File: src/rtl/memory_datapath_if.sv
`default_nettype none
// ============================================================================
//  Module      : memory_datapath_if
//  Description : Bus bundle between the memory controller and the memory
//                datapath. The controller (master) supplies the state flag,
//                enables and write data; the datapath (slave) returns read
//                data, the read strobe, the active pointer and status flags.
//  Signals     : PresentStateFlag[1:0], MemoryEnable, WriteEnable,
//                DataIn[DATA_W-1:0]        -> controller to datapath
//                DataOut[DATA_W-1:0], ReadValid, Address[ADDR_W-1:0],
//                Full, Empty, Overflow     -> datapath to controller
//  Revision    : 1.0 - initial release
// ============================================================================
interface memory_datapath_if #(
    parameter int DATA_W = 8,
    parameter int ADDR_W = 4
) ();
    logic [1:0]        PresentStateFlag;
    logic              MemoryEnable;
    logic              WriteEnable;
    logic [DATA_W-1:0] DataIn;
    logic [DATA_W-1:0] DataOut;
    logic              ReadValid;
    logic [ADDR_W-1:0] Address;
    logic              Full;
    logic              Empty;
    logic              Overflow;

    modport master (
        output PresentStateFlag, MemoryEnable, WriteEnable, DataIn,
        input  DataOut, ReadValid, Address, Full, Empty, Overflow
    );

    modport slave (
        input  PresentStateFlag, MemoryEnable, WriteEnable, DataIn,
        output DataOut, ReadValid, Address, Full, Empty, Overflow
    );
endinterface
`default_nettype wire

File: src/rtl/memory_datapath.sv
`default_nettype none
// ============================================================================
//  Module      : memory_datapath
//  Description : 2^ADDR_W x DATA_W FIFO-style memory datapath steered by an
//                external controller state flag (0 Idle, 1 Write, 2 Read,
//                3 invalid). Writes fire on the rising edge of WriteEnable,
//                reads drain one word per cycle while in Read.
//  Ports       : clock1Hz - system clock, rising edge
//                reset    - asynchronous active-low reset
//                bus      - memory_datapath_if.slave (flag, enables, data,
//                           status, active address)
//  Options     : OVERFLOW_FLAG_EN - when defined, a sticky Overflow flag is
//                set by any write strobe that arrives while full; otherwise
//                Overflow is tied low.
//  Revision    : 1.0 - initial release
// ============================================================================
module memory_datapath #(
    parameter int DATA_W = 8,
    parameter int ADDR_W = 4
) (
    input  wire logic          clock1Hz,
    input  wire logic          reset,
    memory_datapath_if.slave   bus
);

    localparam int                DEPTH      = 1 << ADDR_W;
    localparam logic [ADDR_W:0]   FULL_COUNT = (ADDR_W + 1)'(DEPTH);
    localparam logic [ADDR_W:0]   CNT_ONE    = (ADDR_W + 1)'(1);
    localparam logic [ADDR_W-1:0] PTR_ONE    = ADDR_W'(1);
    localparam logic [1:0]        ST_WRITE   = 2'd1;
    localparam logic [1:0]        ST_READ    = 2'd2;

    logic [DATA_W-1:0] mem [DEPTH];
    logic [ADDR_W-1:0] wr_ptr;
    logic [ADDR_W-1:0] rd_ptr;
    logic [ADDR_W:0]   count;
    logic              we_q;
    logic [DATA_W-1:0] data_out_q;
    logic              read_valid_q;

    logic              full;
    logic              empty;
    logic              write_strobe;
    logic              write_fire;
    logic              read_fire;

    assign full  = (count == FULL_COUNT);
    assign empty = (count == '0);

    // Edge detect so a level-held WriteEnable produces a single write.
    assign write_strobe = bus.WriteEnable & ~we_q;
    assign write_fire   = write_strobe & (bus.PresentStateFlag == ST_WRITE)
                        & bus.MemoryEnable & ~full;
    // Read and write are qualified by different state codes, so they can
    // never fire together and count never sees a simultaneous +1/-1.
    assign read_fire    = (bus.PresentStateFlag == ST_READ)
                        & bus.MemoryEnable & ~empty;

    always_ff @(posedge clock1Hz or negedge reset) begin
        if (!reset) begin
            wr_ptr       <= '0;
            rd_ptr       <= '0;
            count        <= '0;
            we_q         <= 1'b0;
            data_out_q   <= '0;
            read_valid_q <= 1'b0;
        end else begin
            we_q         <= bus.WriteEnable;
            read_valid_q <= read_fire;
            if (write_fire) begin
                wr_ptr <= wr_ptr + PTR_ONE;
                count  <= count + CNT_ONE;
            end else if (read_fire) begin
                data_out_q <= mem[rd_ptr];
                rd_ptr     <= rd_ptr + CNT_ONE[ADDR_W-1:0];
                count      <= count - CNT_ONE;
            end
        end
    end

    // Storage has no reset; reset level still blocks writes so an access in
    // flight when reset drops is aborted.
    always_ff @(posedge clock1Hz) begin
        if (reset && write_fire) begin
            mem[wr_ptr] <= bus.DataIn;
        end
    end

`ifdef OVERFLOW_FLAG_EN
    logic overflow_q;

    always_ff @(posedge clock1Hz or negedge reset) begin
        if (!reset) begin
            overflow_q <= 1'b0;
        end else if (write_strobe && (bus.PresentStateFlag == ST_WRITE)
                     && bus.MemoryEnable && full) begin
            overflow_q <= 1'b1;
        end
    end

    assign bus.Overflow = overflow_q;
`else
    assign bus.Overflow = 1'b0;
`endif

    assign bus.DataOut   = data_out_q;
    assign bus.ReadValid = read_valid_q;
    assign bus.Full      = full;
    assign bus.Empty     = empty;
    assign bus.Address   = (bus.PresentStateFlag == ST_READ) ? rd_ptr : wr_ptr;

endmodule
`default_nettype wire

File: src/flat_wrapper.sv
// flat-port wrapper written by rule: the top's interface ports become plain ports
module memory_datapath_flat 
#(
    parameter int DATA_W = 8,
    parameter int ADDR_W = 4
)
  (clock1Hz, reset, bus_PresentStateFlag, bus_MemoryEnable, bus_WriteEnable, bus_DataIn, bus_DataOut, bus_ReadValid, bus_Address, bus_Full, bus_Empty, bus_Overflow);
  memory_datapath_if #(.DATA_W(DATA_W), .ADDR_W(ADDR_W)) bus_i ();
  input  wire logic clock1Hz;
  input  wire logic reset;
  input wire logic [$bits(bus_i.PresentStateFlag)-1:0] bus_PresentStateFlag;
  input wire logic [$bits(bus_i.MemoryEnable)-1:0] bus_MemoryEnable;
  input wire logic [$bits(bus_i.WriteEnable)-1:0] bus_WriteEnable;
  input wire logic [$bits(bus_i.DataIn)-1:0] bus_DataIn;
  output wire logic [$bits(bus_i.DataOut)-1:0] bus_DataOut;
  output wire logic [$bits(bus_i.ReadValid)-1:0] bus_ReadValid;
  output wire logic [$bits(bus_i.Address)-1:0] bus_Address;
  output wire logic [$bits(bus_i.Full)-1:0] bus_Full;
  output wire logic [$bits(bus_i.Empty)-1:0] bus_Empty;
  output wire logic [$bits(bus_i.Overflow)-1:0] bus_Overflow;
  assign bus_i.PresentStateFlag = bus_PresentStateFlag;
  assign bus_i.MemoryEnable = bus_MemoryEnable;
  assign bus_i.WriteEnable = bus_WriteEnable;
  assign bus_i.DataIn = bus_DataIn;
  assign bus_DataOut = bus_i.DataOut;
  assign bus_ReadValid = bus_i.ReadValid;
  assign bus_Address = bus_i.Address;
  assign bus_Full = bus_i.Full;
  assign bus_Empty = bus_i.Empty;
  assign bus_Overflow = bus_i.Overflow;
  memory_datapath #(.DATA_W(DATA_W), .ADDR_W(ADDR_W)) u_core (.clock1Hz(clock1Hz), .reset(reset), .bus(bus_i));
endmodule
File: config.mk
export PLATFORM = sky130hd
export DESIGN_NAME = memory_datapath_flat
export DESIGN_NICKNAME = d
export VERILOG_FILES = /design/src/rtl/memory_datapath_if.sv /design/src/rtl/memory_datapath.sv /design/src/flat_wrapper.sv
export SDC_FILE = /design/constraint.sdc
export NUM_CORES = 1
export LEC_CHECK = 0
export ABC_AREA = 1
export ABC_CLOCK_PERIOD_IN_PS = 2750
export BUFFER_PORTS_ARGS = -buffer_cell sky130_fd_sc_hd__buf_2
export CAP_MARGIN = 40
export CORE_ASPECT_RATIO = 1.75
export CORE_MARGIN = 1
export CORE_UTILIZATION = 61
export CTS_CLUSTER_DIAMETER = 50
export DETAILED_ROUTE_END_ITERATION = 12
export PLACE_DENSITY = 0.79
export REMOVE_ABC_BUFFERS = 1
export SYNTH_ARGS = -nofsm -noshare
export SYNTH_HDL_FRONTEND = slang
export SYNTH_SLANG_ARGS = --single-unit
export TNS_END_PERCENT = 100
File: constraint.sdc
create_clock -name clock1Hz -period 2.75 [get_ports clock1Hz]
set_input_delay 0.55 -clock clock1Hz [delete_from_list [all_inputs] [get_ports clock1Hz]]
set_output_delay 0.55 -clock clock1Hz [all_outputs]
set_load 0.005 [all_outputs]
==> reports/qor.csv, run 1 <==
metric,value,unit
dieArea,0.0116,mm²
synth_top_cell_by_area,edfxtp_1,
io_buffers,28,
cts_tree,done,
slew_headroom,0.586,
slowest_delay,570,ps
crit_path_max_fanout,11,
finalNonFillerCells,861,
critPathKind,flip-flop to primary output,
use_met1,0.327,
reg2regPathDepth,11,
syn_avg_cell_area,10.0,µm²
grt_start_max_net_pins,51,
drtIter0Drc,359,
die_w,81.7,µm
postCtsSetupRepairBufs,0,
start_util,0.630,
synthTopCellsByArea,"edfxtp_1, nand2_1, dfrtp_1, nand3_1, inv_1",
synth_cells,678,
period_share,0.759,
fmax,0.479,GHz
worst_pin_slew,618,ps
cp_slowest_cell,dfrtp_1,
core-area,0.0108,mm²
fin_nets,742,
grt_usage,0.305,
use_met3,0.0688,
endpoint_kind,primary output,
start_kind,flip-flop,
vias_per_cell,5.57,
cpLargestDelayFamily,flip-flops,
clockBufferDepth,2,
num_rows,50,
final_area,0.00773,mm²
worstPathRequired,2200,ps
area_growth,14.0,%
cts.sinks,151,
cts.clk_slew.worst_paths,60,ps
numCtsBuffers,17,
setup-violations-final,0,
power_density,994,mW/mm²
path_depth,4,
finalWorstSetupSlack,662,ps
place_hpwl,10200,µm
gp_congestion,0.911,
layout_commonest_cell,nand2_1,
hold_viol_final,0,
ys_seq_area_frac,0.652,
synth_top_cell_area_share,0.567,
ir_drop,0.000783,V
die_h,141,µm
synthDistinctLibCells,26,
yosysWarnings,0,
placed_cell_area,0.00709,mm²
firstDrtPassIters,6,
n_antenna_cell,0,
r2r-start,u_core.count[0],
drc,0,
pre_cts_slack,446,ps
root_buffer,clkbuf_16,
setup_tns,0,ps
path_buf_inv,2,
place_inst,830,
wirelength,15700,µm
htree_num_levels,4,
synth_seq_cells,151,
busiest_layer,met2,
rsz0062_at_grt,false,
insertion_delay,420,ps
finClkSkew,11.0,ps
leakagePower,3.43,nW
cp.arrival,1540,ps
layout_common_cells,"nand2_1, edfxtp_1, nand3_1, inv_1, inv_2",
post_drt_wl_per_cell,18.2,µm
crit_chain,buf_4 -> nand2_1 -> o21ai_1 -> buf_2,
antenna_found_initial,0,
vias,4798,
slew_viol_final,0,
syn_area,0.00678,mm²
cap_violations,0,
cts_resized,0,
globalRouteMet2Util,0.535,
rrSetupSlack,710,ps
status,"finished, final reports clean",
grt_pass1_wl,24800,µm
cp-startpoint,u_core.rd_ptr[2],
worstHoldPathType,input port to async pin,
drive_gt1_frac,0.186,
ioPinCount,30,
cts_hold_buf,0,
grt_overflow_total,0,
drtAntennaViolNets,0,
grt_pass1_vias,4942,
min_period,2090,ps
## through the flow
step / hold slack (ps) / total power [W] / utilization
final: 30.9 / 0.00769 / 0.719
after global routing: 43.3 / 0.00809 / 0.719
after CTS: 32.3 / 0.00767 / 0.719
after detailed placement: 461 / 0.00513 / 0.659
after global placement: 457 / 0.00505 / 0.659
after floorplan: 254 / 0.00429 / -
## worst paths after layout
| check | to |
|---|---|
| max in group asynchronous | u_core.rd_ptr[0] |
| max | bus_Address[2] |
| min in group clock1Hz | u_core.we_q |
| min reg2reg | u_core.bus.DataOut[1] |
| min | u_core.wr_ptr[3] |
| max reg2reg | u_core.count[4] |
## state kept, by name, summed over array words and instances (netlist names)
name	flops
u_core.mem	128
u_core.bus.DataOut	8
u_core.count	5
u_core.rd_ptr	4
u_core.wr_ptr	4
u_core.bus.ReadValid	1
u_core.we_q	1
## where the power goes
| part | internal [W] | switching [W] | total (W) |
|---|---|---|---|
| clock | 0.00169 | 0.000850 | 0.00254 |
| combinational | 0.000775 | 0.00150 | 0.00227 |
| sequential | 0.00265 | 0.000229 | 0.00288 |
## synthesized netlist by cell type
library cell,n
buf_4,7
fa_1,1
dfrtp_1,23
buf_1,1
nand2b_1,1
conb_1,1
clkinv_1,2
nor3_2,1
nand3_1,104
nor2_1,19
clkbuf_1,1
edfxtp_1,128
nor2_4,1
inv_1,58
a21oi_1,2
nand2_2,2
buf_2,14
nand4_1,2
ha_1,8
nand2_1,221
xnor2_1,1
inv_2,56
buf_6,5
o21ai_1,9
xor2_1,8
nor3_1,2
## layout make-up
cell class,instances,area [µm²]
sequential,151,4420
fill,728,3030
timing repair buffer,50,330
clock buffer,21,440
inverter,116,435
tap,130,163
multi-input combinational,383,1740
clock inverter,10,201
## routing by layer
layer / share of wire / up-vias
met5: 0 / -
met4: 0.047 / 0
met3: 0.057 / 66
met2: 0.55 / 222
met1: 0.35 / 2264
li1: - / 2246
## logic make-up after synthesis
logic type | after synthesis | share of synthesized area
and+or+nand+nor | 353 | 0.219
adders and majority gates | 9 | 0.0177
other | 1 | 0.000553
xor gates and xnor gates | 9 | 0.0116
DFF | 151 | 0.652
AOI/OAI and AO/OA | 11 | 0.00812
buffers and inverters | 144 | 0.0917
(Power assumes the default switching activity.)
==> inputs of run 2 (changes only) <==
ABC_CLOCK_PERIOD_IN_PS = 1900   (was 2750)
CORE_UTILIZATION = 55   (was 61)
PLACE_DENSITY = 0.75   (was 0.79)
clock period = 1.9 ns   (was 2.75 ns; I/O delays follow)
==> run 2 against run 1 <==
- clock power increased by 36%
- wire length decreased by 0.76%
- first-iteration DRC count decreased by 1.1%
- total power increased by 45%
- register-to-register slack got worse by 680 ps
- critical path type is now flip-flop to flip-flop
- critical endpoint is now u_core.mem[10][1]
- largest cell class unchanged
- highest routed layer unchanged
==> reports/qor.csv, run 2 (same netlist as run 1, synthesis figures left out) <==
metric,value,unit,change
status,"finished, final reports clean",,unchanged
drtAntennaViolNets,0,,unchanged
num_rows,53,,was 50
endpoint_kind,flip-flop,,was primary output
top_register,u_core.mem,,unchanged
clockBufferDepth,2,,unchanged
cap_violations,0,,unchanged
final_area,0.00795,mm²,was 0.00773 mm²
slew_viol_final,0,,unchanged
setup-violations-final,0,,unchanged
pre_cts_slack,-77.3,ps,was 446 ps
ioPinCount,30,,unchanged
htree_num_levels,4,,unchanged
placed_cell_area,0.00722,mm²,was 0.00709 mm²
place_hpwl,10000,µm,was 10200 µm
layout_commonest_cell,nand2_1,,unchanged
insertion_delay,420,ps,about the same
grt_start_max_net_pins,64,,was 51
cp.arrival,1990,ps,was 1540 ps
ir_drop,0.00107,V,was 0.000783 V
holdPathStages,1,,
whs_endpoint,u_core.we_q,,
r2r-start,u_core.count[1],,was u_core.count[0]
fin_nets,758,,was 742
hp-start,bus_WriteEnable,,
finClkSkew,7.20,ps,was 11.0 ps
die_w,85.9,µm,was 81.7 µm
rsz0062_at_grt,true,,was false
worst_pin_slew,584,ps,was 618 ps
worstPathRequired,2020,ps,was 2200 ps
antenna_found_initial,0,,unchanged
drtIter0Drc,355,,was 359
layout_common_cells,"nand2_1, edfxtp_1, nand3_1, inv_1, inv_2",,unchanged
start_kind,flip-flop,,unchanged
start_util,0.565,,was 0.630
period_share,0.985,,
grt_overflow_total,0,,unchanged
firstDrtPassIters,5,,was 6
area_growth,17.1,%,was 14.0%
rr_endpoint,u_core.mem[10][1],,was u_core.count[4]
reg2regPathDepth,8,,was 11
io_buffers,28,,unchanged
core-area,0.0120,mm²,was 0.0108 mm²
min_period,1870,ps,
slew_headroom,0.610,,was 0.586
gp_congestion,0.913,,was 0.911
dieArea,0.0128,mm²,was 0.0116 mm²
post_drt_wl_per_cell,17.1,µm,was 18.2 µm
finalWorstSetupSlack,28.9,ps,was 662 ps
vias,4869,,was 4798
vias_per_cell,5.33,,was 5.57
critPathKind,flip-flop to flip-flop,,was flip-flop to primary output
power_density,1410,mW/mm²,was 994 mW/mm²
numCtsBuffers,17,,unchanged
root_buffer,clkbuf_16,,unchanged
drive_gt1_frac,0.213,,was 0.186
n_antenna_cell,0,,unchanged
leakagePower,3.52,nW,was 3.43 nW
grt_pass1_vias,4856,,was 4942
wirelength,15600,µm,was 15700 µm
largest_reg_flops,128,,unchanged
grt_usage,0.257,,was 0.305
rrSetupSlack,30,ps,was 710 ps
die_h,149,µm,was 141 µm
hold_viol_final,0,,unchanged
drc,0,,unchanged
fmax,0.534,GHz,
worstHoldPathType,input port to flip-flop,,was input port to async pin
cts.clk_slew.worst_paths,60,ps,about the same
cts_tree,done,,unchanged
crit_path_max_fanout,8,,was 11
grt_pass1_wl,23800,µm,was 24800 µm
cts.sinks,151,,unchanged
run 2: routing by layer:
| metal | GRT usage | wire length, µm | vias to the layer above |
|---|---|---|---|
| met2 | 0.456 | 8460 | 212 |
| met4 | 0.191 | 944 | 0 |
| met3 | 0.0443 | 783 | 59 |
| li1 | - | - | 2278 |
| met1 | 0.268 | 5380 | 2320 |
| met5 | 0 | 0 | - |
run 2: how the worst max path moves through the flow:
stage	from	end	slack (ps)	cells after the start
2_1_floorplan	u_core.rd_ptr[0]	u_core.bus.DataOut[5]	-740	9
4_1_cts	u_core.count[3]	u_core.count[4]	30	11
3_3_place_gp	bus_PresentStateFlag[1]	u_core.mem[2][6]	-40	10
5_1_grt	u_core.count[1]	u_core.count[4]	-60	10
3_5_place_dp	bus_PresentStateFlag[1]	u_core.count[4]	-80	13
6_report	u_core.count[1]	u_core.mem[10][1]	30	8
run 2: critical path, cell delays in order (launching register included):
cell     delay, ps
dfrtp_1        420
nor2_2          70
nand4_1        160
nand2_4        110
buf_12         150
nor2_1         120
nand2_1        170
nor2_1         180
buf_4          190
run 2: per-stage QoR:
stage / total power (W) / TNS, ps / utilization / hold slack, ps / cells
6_report: 0.0112 / 0 / 0.662 / 82.1 / 913
3_3_place_gp: 0.00741 / -638 / 0.602 / 412 / 875
5_1_grt: 0.0117 / -959 / 0.662 / 78.6 / 913
4_1_cts: 0.0110 / 0 / 0.654 / 67.8 / 908
2_1_floorplan: 0.00620 / -7570 / - / 84.4 / 650
3_5_place_dp: 0.00750 / -749 / 0.602 / 422 / 875
run 2: report_power, final:
part / internal (W) / switching [W]
combinational: 0.00127 / 0.00234
sequential: 0.00384 / 0.000273
clock: 0.00224 / 0.00122
total: 0.00735 / 0.00382
run 2: area by class of cell:
cell class / count / area, µm²
fillers: 860 / 4060
inverters: 116 / 435
clock inverters: 7 / 116
flip-flops and latches: 151 / 4420
repair buffers: 66 / 487
multi-input cells: 383 / 1770
well taps: 165 / 206
clock buffers: 25 / 505
run 2: repair_timing:
action / CTS / global route
setup buffers: 0 / 4
endpoints found under the hold margin: 23 / 0
resized for setup: 0 / 7
endpoints found under the setup margin: 0 / 59
hold buffers: 1 / 0
